$ cat src/rtl/conv_pkg.sv
// Shared types and fixed-point helpers for the convolution and dense-layer MAC datapaths.
package conv_pkg;

  typedef enum logic [1:0] {IDLE, RUN, DONE} state_e;

  // Widest accumulator any caller may hand to sat_relu.
  localparam int ACC_MAX = 64;

  function automatic int acc_width(input int dw, input int ch, input int k);
    return 2 * dw + $clog2(ch * k) + 1;
  endfunction

  function automatic logic signed [ACC_MAX-1:0] sat_hi(input int ow);
    return (64'sd1 <<< (ow - 1)) - 64'sd1;
  endfunction

  function automatic logic signed [ACC_MAX-1:0] sat_lo(input int ow);
    return ~sat_hi(ow);
  endfunction

  // Saturate to a signed ow-bit range, then optionally clamp negatives to zero.
  function automatic logic signed [ACC_MAX-1:0] sat_relu(input logic signed [ACC_MAX-1:0] acc,
                                                         input logic relu, input int ow);
    logic signed [ACC_MAX-1:0] r;
    if (acc > sat_hi(ow))      r = sat_hi(ow);
    else if (acc < sat_lo(ow)) r = sat_lo(ow);
    else                       r = acc;
    if (relu && r[ACC_MAX-1]) r = '0;
    return r;
  endfunction

endpackage

$ cat src/rtl/conv1d_mac_if.sv
// Window/kernel/bias request and result handshake between the window buffer, conv1d_mac and the dense stage.
interface conv1d_mac_if #(
  parameter int CH  = 8,
  parameter int LEN = 5,
  parameter int K   = 3,
  parameter int DW  = 16,
  parameter int OW  = 24
);
  localparam int OUT_N = LEN - K + 1;

  logic                          i_valid;
  logic                          o_ready;
  logic [CH*LEN-1:0][DW-1:0]     i_data;
  logic [CH*K-1:0][DW-1:0]       i_kernel;
  logic [DW-1:0]                 i_bias;
  logic                          i_relu;
  logic [OUT_N-1:0][OW-1:0]      o_weights;
  logic                          o_valid;
  logic                          i_ready;
  logic                          o_busy;

  modport master (
    output i_valid, i_data, i_kernel, i_bias, i_relu, i_ready,
    input  o_ready, o_weights, o_valid, o_busy
  );

  modport slave (
    input  i_valid, i_data, i_kernel, i_bias, i_relu, i_ready,
    output o_ready, o_weights, o_valid, o_busy
  );
endinterface

$ cat src/rtl/mac_unit.sv
// Pipelined multiply-accumulate: registered (a*b)>>>FRAC product, then added into a wide accumulator.
module mac_unit #(
  parameter int DW   = 16,
  parameter int FRAC = 8,
  parameter int AW   = 38
) (
  input  logic                 clk_i,
  input  logic                 rst_i,
  input  logic                 en_i,
  input  logic                 last_i,
  input  logic signed [DW-1:0] a_i,
  input  logic signed [DW-1:0] b_i,
  input  logic                 load_i,
  input  logic signed [AW-1:0] bias_i,
  output logic signed [AW-1:0] sum_o,
  output logic                 done_o
);
  logic signed [2*DW-1:0] prod_full, prod_sh, prod_q;
  logic signed [AW-1:0]   addend, acc_q;
  logic                   vld_q, last_q;

  always_comb begin
    prod_full = (2*DW)'(a_i) * (2*DW)'(b_i);
    prod_sh   = prod_full >>> FRAC;
    if (vld_q) addend = AW'(prod_q);
    else       addend = '0;
  end

  assign sum_o  = acc_q + addend;
  assign done_o = last_q;

  // NOTE: sequential state uses <= so every register samples its pre-edge inputs.
  always_ff @(posedge clk_i or posedge rst_i) begin
    if (rst_i) begin
      prod_q <= '0;
      vld_q  <= 1'b0;
      last_q <= 1'b0;
      acc_q  <= '0;
    end else begin
      vld_q  <= en_i;
      last_q <= en_i & last_i;
      if (en_i) prod_q <= prod_sh;
      // A finished output hands its sum to the caller this cycle, so restart from bias.
      if (load_i || last_q) acc_q <= bias_i;
      else                  acc_q <= sum_o;
    end
  end
endmodule

$ cat src/rtl/conv1d_mac.sv
// Sequential 1-D valid-mode convolution over CH channels with one shared MAC, bias, saturation and ReLU.
module conv1d_mac
  import conv_pkg::*;
#(
  parameter int CH   = 8,
  parameter int LEN  = 5,
  parameter int K    = 3,
  parameter int DW   = 16,
  parameter int FRAC = 8,
  parameter int OW   = 24
) (
  input logic          i_clk,
  input logic          i_rst,
  conv1d_mac_if.slave  bus
);
  localparam int OUT_N = LEN - K + 1;
  localparam int AW    = acc_width(DW, CH, K);
  localparam int JW    = (OUT_N > 1) ? $clog2(OUT_N) : 1;
  localparam int CW    = (CH > 1) ? $clog2(CH) : 1;
  localparam int KW    = (K > 1) ? $clog2(K) : 1;
  localparam int DIW   = (CH * LEN > 1) ? $clog2(CH * LEN) : 1;
  localparam int KIW   = (CH * K > 1) ? $clog2(CH * K) : 1;

  state_e                    state_q, state_d;
  logic [CH*LEN-1:0][DW-1:0] data_q;
  logic [CH*K-1:0][DW-1:0]   kernel_q;
  logic [DW-1:0]             bias_q;
  logic                      relu_q;
  logic [JW-1:0]             j_q, j_d, jp_q;
  logic [CW-1:0]             c_q, c_d;
  logic [KW-1:0]             k_q, k_d;
  logic                      drain_q, drain_d;
  logic [OUT_N-1:0][OW-1:0]  weights_q;

  logic                      accept, issue, last_tap, mac_done;
  logic [DIW-1:0]            d_idx;
  logic [KIW-1:0]            k_idx;
  logic signed [AW-1:0]      bias_ext, mac_sum;
  logic [OW-1:0]             wr_val;

  // NOTE: every signal driven here gets a default first, so no latch is inferred.
  always_comb begin
    state_d = state_q;
    j_d     = j_q;
    c_d     = c_q;
    k_d     = k_q;
    drain_d = drain_q;
    accept  = 1'b0;
    issue   = 1'b0;
    unique case (state_q)
      IDLE: if (bus.i_valid) begin
        accept  = 1'b1;
        state_d = RUN;
        j_d     = '0;
        c_d     = '0;
        k_d     = '0;
        drain_d = 1'b0;
      end
      RUN: begin
        // drain_q: every MAC is issued, waiting for the last product to land.
        issue = !drain_q;
        if (issue) begin
          if (k_q == KW'(K - 1)) begin
            k_d = '0;
            if (c_q == CW'(CH - 1)) begin
              c_d = '0;
              if (j_q == JW'(OUT_N - 1)) drain_d = 1'b1;
              else                       j_d     = j_q + JW'(1);
            end else begin
              c_d = c_q + CW'(1);
            end
          end else begin
            k_d = k_q + KW'(1);
          end
        end
        if (mac_done && jp_q == JW'(OUT_N - 1)) state_d = DONE;
      end
      DONE: if (bus.i_ready) state_d = IDLE;
      default: state_d = IDLE;
    endcase
  end

  always_comb begin
    d_idx    = DIW'(int'(c_q) * LEN + int'(j_q) + int'(k_q));
    k_idx    = KIW'(int'(c_q) * K + int'(k_q));
    last_tap = (k_q == KW'(K - 1)) && (c_q == CW'(CH - 1));
    bias_ext = accept ? AW'($signed(bus.i_bias)) : AW'($signed(bias_q));
    wr_val   = OW'(sat_relu(ACC_MAX'(mac_sum), relu_q, OW));
  end

  mac_unit #(.DW(DW), .FRAC(FRAC), .AW(AW)) u_mac (
    .clk_i  (i_clk),
    .rst_i  (i_rst),
    .en_i   (issue),
    .last_i (last_tap),
    .a_i    (data_q[d_idx]),
    .b_i    (kernel_q[k_idx]),
    .load_i (accept),
    .bias_i (bias_ext),
    .sum_o  (mac_sum),
    .done_o (mac_done)
  );

  always_ff @(posedge i_clk or posedge i_rst) begin
    if (i_rst) begin
      state_q   <= IDLE;
      data_q    <= '0;
      kernel_q  <= '0;
      bias_q    <= '0;
      relu_q    <= 1'b0;
      j_q       <= '0;
      c_q       <= '0;
      k_q       <= '0;
      jp_q      <= '0;
      drain_q   <= 1'b0;
      // NOTE: the result array is port-visible, so it is reset like any control flop.
      weights_q <= '0;
    end else begin
      state_q <= state_d;
      j_q     <= j_d;
      c_q     <= c_d;
      k_q     <= k_d;
      drain_q <= drain_d;
      if (accept) begin
        data_q   <= bus.i_data;
        kernel_q <= bus.i_kernel;
        bias_q   <= bus.i_bias;
        relu_q   <= bus.i_relu;
      end
      // jp_q follows the product through the MAC pipeline stage to address the write.
      if (issue)    jp_q <= j_q;
      if (mac_done) weights_q[jp_q] <= wr_val;
    end
  end

  assign bus.o_ready   = (state_q == IDLE);
  assign bus.o_busy    = (state_q == RUN);
  assign bus.o_valid   = (state_q == DONE);
  assign bus.o_weights = weights_q;
endmodule
$ cat src/flat_wrapper.sv
// flat-port wrapper written by rule: the top's interface ports become plain ports
module conv1d_mac_flat import conv_pkg::*;
#(
  parameter int CH   = 8,
  parameter int LEN  = 5,
  parameter int K    = 3,
  parameter int DW   = 16,
  parameter int FRAC = 8,
  parameter int OW   = 24
)
  (i_clk, i_rst, bus_i_valid, bus_i_data, bus_i_kernel, bus_i_bias, bus_i_relu, bus_i_ready, bus_o_ready, bus_o_weights, bus_o_valid, bus_o_busy);
  conv1d_mac_if #(.CH(CH), .LEN(LEN), .K(K), .DW(DW), .OW(OW)) bus_i ();
  input logic i_clk;
  input logic i_rst;
  input wire logic [$bits(bus_i.i_valid)-1:0] bus_i_valid;
  input wire logic [$bits(bus_i.i_data)-1:0] bus_i_data;
  input wire logic [$bits(bus_i.i_kernel)-1:0] bus_i_kernel;
  input wire logic [$bits(bus_i.i_bias)-1:0] bus_i_bias;
  input wire logic [$bits(bus_i.i_relu)-1:0] bus_i_relu;
  input wire logic [$bits(bus_i.i_ready)-1:0] bus_i_ready;
  output wire logic [$bits(bus_i.o_ready)-1:0] bus_o_ready;
  output wire logic [$bits(bus_i.o_weights)-1:0] bus_o_weights;
  output wire logic [$bits(bus_i.o_valid)-1:0] bus_o_valid;
  output wire logic [$bits(bus_i.o_busy)-1:0] bus_o_busy;
  assign bus_i.i_valid = bus_i_valid;
  assign bus_i.i_data = bus_i_data;
  assign bus_i.i_kernel = bus_i_kernel;
  assign bus_i.i_bias = bus_i_bias;
  assign bus_i.i_relu = bus_i_relu;
  assign bus_i.i_ready = bus_i_ready;
  assign bus_o_ready = bus_i.o_ready;
  assign bus_o_weights = bus_i.o_weights;
  assign bus_o_valid = bus_i.o_valid;
  assign bus_o_busy = bus_i.o_busy;
  conv1d_mac #(.CH(CH), .LEN(LEN), .K(K), .DW(DW), .FRAC(FRAC), .OW(OW)) u_core (.i_clk(i_clk), .i_rst(i_rst), .bus(bus_i));
endmodule
$ cat config.mk
export PLATFORM = sky130hd
export DESIGN_NAME = conv1d_mac_flat
export DESIGN_NICKNAME = d
export VERILOG_FILES = /design/src/rtl/conv_pkg.sv /design/src/rtl/conv1d_mac_if.sv /design/src/rtl/mac_unit.sv /design/src/rtl/conv1d_mac.sv /design/src/flat_wrapper.sv
export SDC_FILE = /design/constraint.sdc
export NUM_CORES = 2
export LEC_CHECK = 0
export CAP_MARGIN = 20
export CORE_AREA = 2 2 434 436
export DETAILED_ROUTE_END_ITERATION = 16
export DIE_AREA = 0 0 436 438
export SETUP_SLACK_MARGIN = 0.05
export SLEW_MARGIN = 0
export SYNTH_ARGS = -nofsm -noshare
export SYNTH_HDL_FRONTEND = slang
export SYNTH_SLANG_ARGS = --single-unit
$ cat constraint.sdc
create_clock -name i_clk -period 60.5 [get_ports i_clk]
set_input_delay 12.1 -clock i_clk [delete_from_list [all_inputs] [get_ports i_clk]]
set_output_delay 12.1 -clock i_clk [all_outputs]
set_load 0.01 [all_outputs]
# [After elaboration in Yosys (flattened, before gate mapping)]
# Cells that the tools add are included.
[op_classes] add_sub_neg=7 multipliers=3 magnitude_cmp=6 eq_ne=13 mux=40 bitwise=1 n_reduce_logical=13
[ops] op="2-to-1 mux 64 bit" count=2
[ops] op="2-to-1 mux 38 bit" count=3
[ops] op="binary-select mux 16 bit (select 6 bit)" count=1
[ops] op="binary-select mux 16 bit (select 5 bit)" count=1
[ops] op="bitwise mux 72 bit" count=1
[ops] op="demux 24 bit (select 2 bit)" count=1
[ops] op="2-to-1 mux 24 bit" count=2
[ops] op="adder 38 bit" count=1
[ops] op="> comparator 38 x 24 -> 1 bit, second input constant" count=1
[ops] op="less-than comparator 38 x 24 -> 1 bit, second input constant" count=1
[ops] op="multiplier 16 x 16 -> 32 bit" count=1
[ops] op="2-to-1 mux 16 bit" count=2
[ops] op="2-to-1 mux 2 bit" count=10
[ops] op="adder 6 x 3 -> 6 bit" count=2
[ops] op="2-to-1 mux 3 bit" count=4
[ops] op="== test 2 bit, second input constant" count=4
[ops] op="2-to-1 mux 1 bit" count=8
[ops] op="inequality test 2 bit, second input constant" count=4
[ops] op="one-hot mux 2 bit (2 select lines)" count=2
[ops] op="less-than comparator 6 x 7 -> 1 bit, second input constant" count=1
[ops] op="less-than comparator 5 x 6 -> 1 bit, second input constant" count=1
[ops] op="multiplier 3 x 3 -> 6 bit, second input constant" count=1
[ops] op="inequality test 2 x 1 -> 1 bit, second input constant" count=3
[ops] op="one-hot mux 2 bit (3 select lines)" count=1
[ops] op="other kinds (20)" count=25
[totals] register_bits=1189 input_bits=1045 out_inout_bits=75 word_cells=162

# [Depth between registers and ports, before layout]
[logic_depth] depth_word=8 mapped_depth=42 ltp_nobuf=36

# [Hierarchy]
# From an unflattened synthesis, not the netlist that was laid out.
[unflattened] hier_cells=6948 hier_area_um2=64445.6
[by_module_without_submodules] module="conv1d_mac" n_inst=1 cells_per_inst=5421 area_per_inst_um2=50414.6 seq_area_each_um2=28152.0
[by_module_without_submodules] module="mac_unit" n_inst=1 cells_per_inst=1527 area_per_inst_um2=14031.0 seq_area_each_um2=1601.5

# [Worst setup path before layout]
# No wires, ideal clock.
[synth_path] path_kind="in2reg" startpoint="input bus_i_valid" endpoint="register u_core.data_q[0] (netlist bit)" setup_ps=65 arrival_ps=13442 t_required_ps=60435 path_slack_ps=46993 stages=7 n_path_buf=4 cell_sequence="and2_1 > clkbuf_1 > clkbuf_1 > clkbuf_1 > clkbuf_1 > nand2_1 > nand2_1"
[synth_via] elab_chain_cells=2
[synth_lines] item="from (decl)" line="flat_wrapper.sv:15" source="input wire logic [$bits(bus_i.i_valid)-1:0] bus_i_valid;"
[synth_lines] item="2-to-1 mux 1 bit" line="conv1d_mac.sv:51" source="IDLE: if (bus.i_valid) begin"
[synth_lines] item="2-to-1 mux 1 bit" line="conv1d_mac.sv:50" source="unique case (state_q)"
[synth_lines] item="to (signal assigned)" line="conv1d_mac.sv:125" source="data_q <= bus.i_data;"
[synth_lines] item="to (decl)" line="conv1d_mac.sv:25" source="logic [CH*LEN-1:0][DW-1:0] data_q;"
# Every way passes these cells.
# A chain may end at the register's enable or synchronous reset.

==> results.cfg <==
[cts]
clock_path_buffers = 3
root_buffer = clkbuf_16
clkTransAtPathRegs_ps = 60
cts_tree = done
insertion_delay_ps = 800
cts_resized = 0
hold_buffers = 0
h-tree-depth = 4
post_cts_buffers = 0
clock_sinks = 1189
cts_buffers = 139

[finish]
area_growth_pct = 27.8
postLayoutCoreUtil_pct = 45.3
fillCellCount = 18100
drive_gt1_share_pct = 8.02
fin_area_um2 = 84600
nets = 9587

[synth]
synth.yosys.seq_area_share_pct = 44.9
synthFlopType = dfrtp_1
synth-xor-area-share_pct = 0.766
synth_top_family_by_area = simple AND/OR/NAND/NOR gates
syn_inst = 7221
synth_area_leader_cell = dfrtp_1
synthAdderAreaFrac_pct = 10.6
ys_warn_count = 0
async_flop_share_pct = 100
yosys.area_share.simple_pct = 24.5
synth.most_common_cell = nand2_1
synth_top_cell_area_share_pct = 44.9
synth_edf_count = 0
yosys-top-cells-count = 3,322 x nand2_1, 1,189 x dfrtp_1, 366 x clkbuf_1
synthMuxAreaShare_pct = 11.2
avgSynthCellArea_um2 = 9.17
synth_compound_area_share_pct = 3.49
syn_nets = 8664
syn_area_um2 = 66200
ys_ff_latch = 1189
synthTopCellsByArea = dfrtp_1 45%, nand2_1 19%, mux4_2 10%
synth_cell_type_count = 76

[setup_path]
worstSetupPathType = in -> async
rr_endpoint = u_core.u_mac.prod_q[22]
cp_common_cell = buf_4
crit_slowest_cell = buf_4
cp-endpoint = u_core.data_q[236]
r2r_slack_ps = 46760
r2r_start = u_core.c_q[0]
reg2reg_depth = 33
endpoint_kind = async pin
cpPeakStageDelay_ps = 850
crit_chain = clkdlybuf4s50_1 > inv_8 > buf_4 > buf_4 > buf_4 > buf_4 > buf_4 > buf_12
crit_fanout = 168
cp-startpoint = i_rst
cp.arrival_ps = 17990
cp.required_ps = 61260
cp-start-kind = input pin

[placement]
pre_cts_ws_ps = 42250
place_congestion = 0.919
post-dp-hpwl_mm = 196
portBuffers = 1119
postPlaceCellArea_um2 = 79700

[drt]
drtIter0Drc = 5463
wl_per_cell_um = 23.8
drtAntennaViolNets = 0
drt_drc_violations_left = 0
vias = 55700
via_per_inst = 5.16
drt-total-wl_mm = 257
drt_pass1_iterations = 6

[timing]
finClkSkew_ps = 52.8
worst_slack_ps = 43260
slew_headroom_pct = 19.2
setup_viol = 0
setup_tns_ps = 0
period_needed_ps = 17240
post-route-period-util_pct = 28.5
finalHoldViolCount = 0
max_freq_ghz = 0.0580
worstMarginPinSlew_ps = 1210
slew_violations = 0
rsz0062_at_grt = false

[outcome]
status = finished, final reports clean

[global_route]
grt_pass1_wl_mm = 376
grt_start_max_net_pins = 207
antenna_found_initial = 95
overflow = 0
grt_usage_pct = 26.5
grt_pass1_vias = 56200

[hold_path]
min_path_type = reg -> reg

[run]
drv_cap = 0

[power_and_ir_drop]
leakage_uw = 0.0424
power.density_nw_per_um2 = 20.8
power_uw = 1760
peakVddDrop_mv = 0.0187

[die]
io_pins = 1120
die-area_um2 = 191000
start_util_pct = 35.5
num_rows = 159
core_area_um2 = 187000
die_y_um = 438
dieWidth_um = 436
## state kept, by name, indices dropped and copies added (netlist names)
register / cells
u_core.data_q: 640
u_core.jp_q: 2
u_core.u_mac.prod_q: 24
u_core.u_mac.done_o: 1
u_core.c_q: 3
u_core.relu_q: 1
u_core.bias_q: 16
u_core.u_mac.vld_q: 1
u_core.j_q: 2
u_core.drain_q: 1
u_core.state_q: 2
u_core.bus.o_weights: 72
u_core.k_q: 2
u_core.u_mac.acc_q: 38
u_core.kernel_q: 384
## area by class of cell
| type | count | area, µm² | share of cell area [%] |
|---|---|---|---|
| multi-input cells | 5244 | 33600 | 39.7 |
| flip-flops and latches | 1189 | 29800 | 35.2 |
| repair buffers | 1208 | 12000 | 14.1 |
| clock buffers | 204 | 4060 | 4.80 |
| well taps | 2495 | 3120 | 3.69 |
| inverters | 362 | 1370 | 1.62 |
| clock inverters | 45 | 617 | 0.729 |
| diodes | 52 | 130 | 0.154 |
## where the power goes
part | internal, µW | switching (µW) | leakage [µW]
registers | 795 | 0 | 0.0166
clock network | 507 | 360 | 0.00229
logic | 60.4 | 34.4 | 0.0235
total | 1360 | 394 | 0.0424
## cell usage in the layout (no fill, tap or decap), drive strengths merged, types with 18 or more instances in the layout
cell type	instances
nor2	355
clkinv	25
ha	131
nand2	3322
a211oi	38
inv	371
nor4	49
nor2b	20
and2	41
nand2b	29
a21oi	98
diode	52
o21ai	60
nor3b	18
nand3	52
dfrtp	1189
a21o	47
or2	29
xor2	18
mux2i	72
nor3	89
clkbuf	204
buf	89
fa	267
clkdlybuf4s50	1119
xnor2	39
mux4	294
## stage by stage
stage / hold slack, ps / cells
2_1_floorplan: 440 / 7221
3_3_place_gp: 452 / 10500
3_5_place_dp: 457 / 10500
4_1_cts: 472 / 10700
5_1_grt: 486 / 10800
6_report: 468 / 10800
## worst min path at each step
stage	from	endpoint	slack, ps	depth (start not counted)
after global routing	u_core.bias_q[10]	u_core.bias_q[10]	490	2
after global placement	u_core.data_q[130]	u_core.data_q[130]	450	2
after detailed placement	u_core.kernel_q[104]	u_core.kernel_q[104]	460	2
after CTS	u_core.kernel_q[104]	u_core.kernel_q[104]	470	2
after floorplan	u_core.data_q[10]	u_core.data_q[10]	440	2
final	u_core.data_q[205]	u_core.data_q[205]	470	2
## routing by layer
layer	track usage (%)	vias up	wire length (µm)
li1	-	25000	-
met1	33.9	28000	103000
met2	43.2	2150	124000
met3	6.35	442	19700
met4	10.6	60	10200
met5	0	-	408
## kinds of logic after synthesis
logic type | count (synthesis)
AO/OA/AOI/OAI | 347
multiplexers | 370
AND/OR/NAND/NOR | 4072
XOR/XNOR | 57
flip-flops | 1189
buffers and inverters | 788
adder cells (fa/ha/maj) | 398
## critical path: cells and delay by family
kind	cells	cell delay (ps)
buffers and inverters	8	5350
Power figures use the tool's default switching activity.
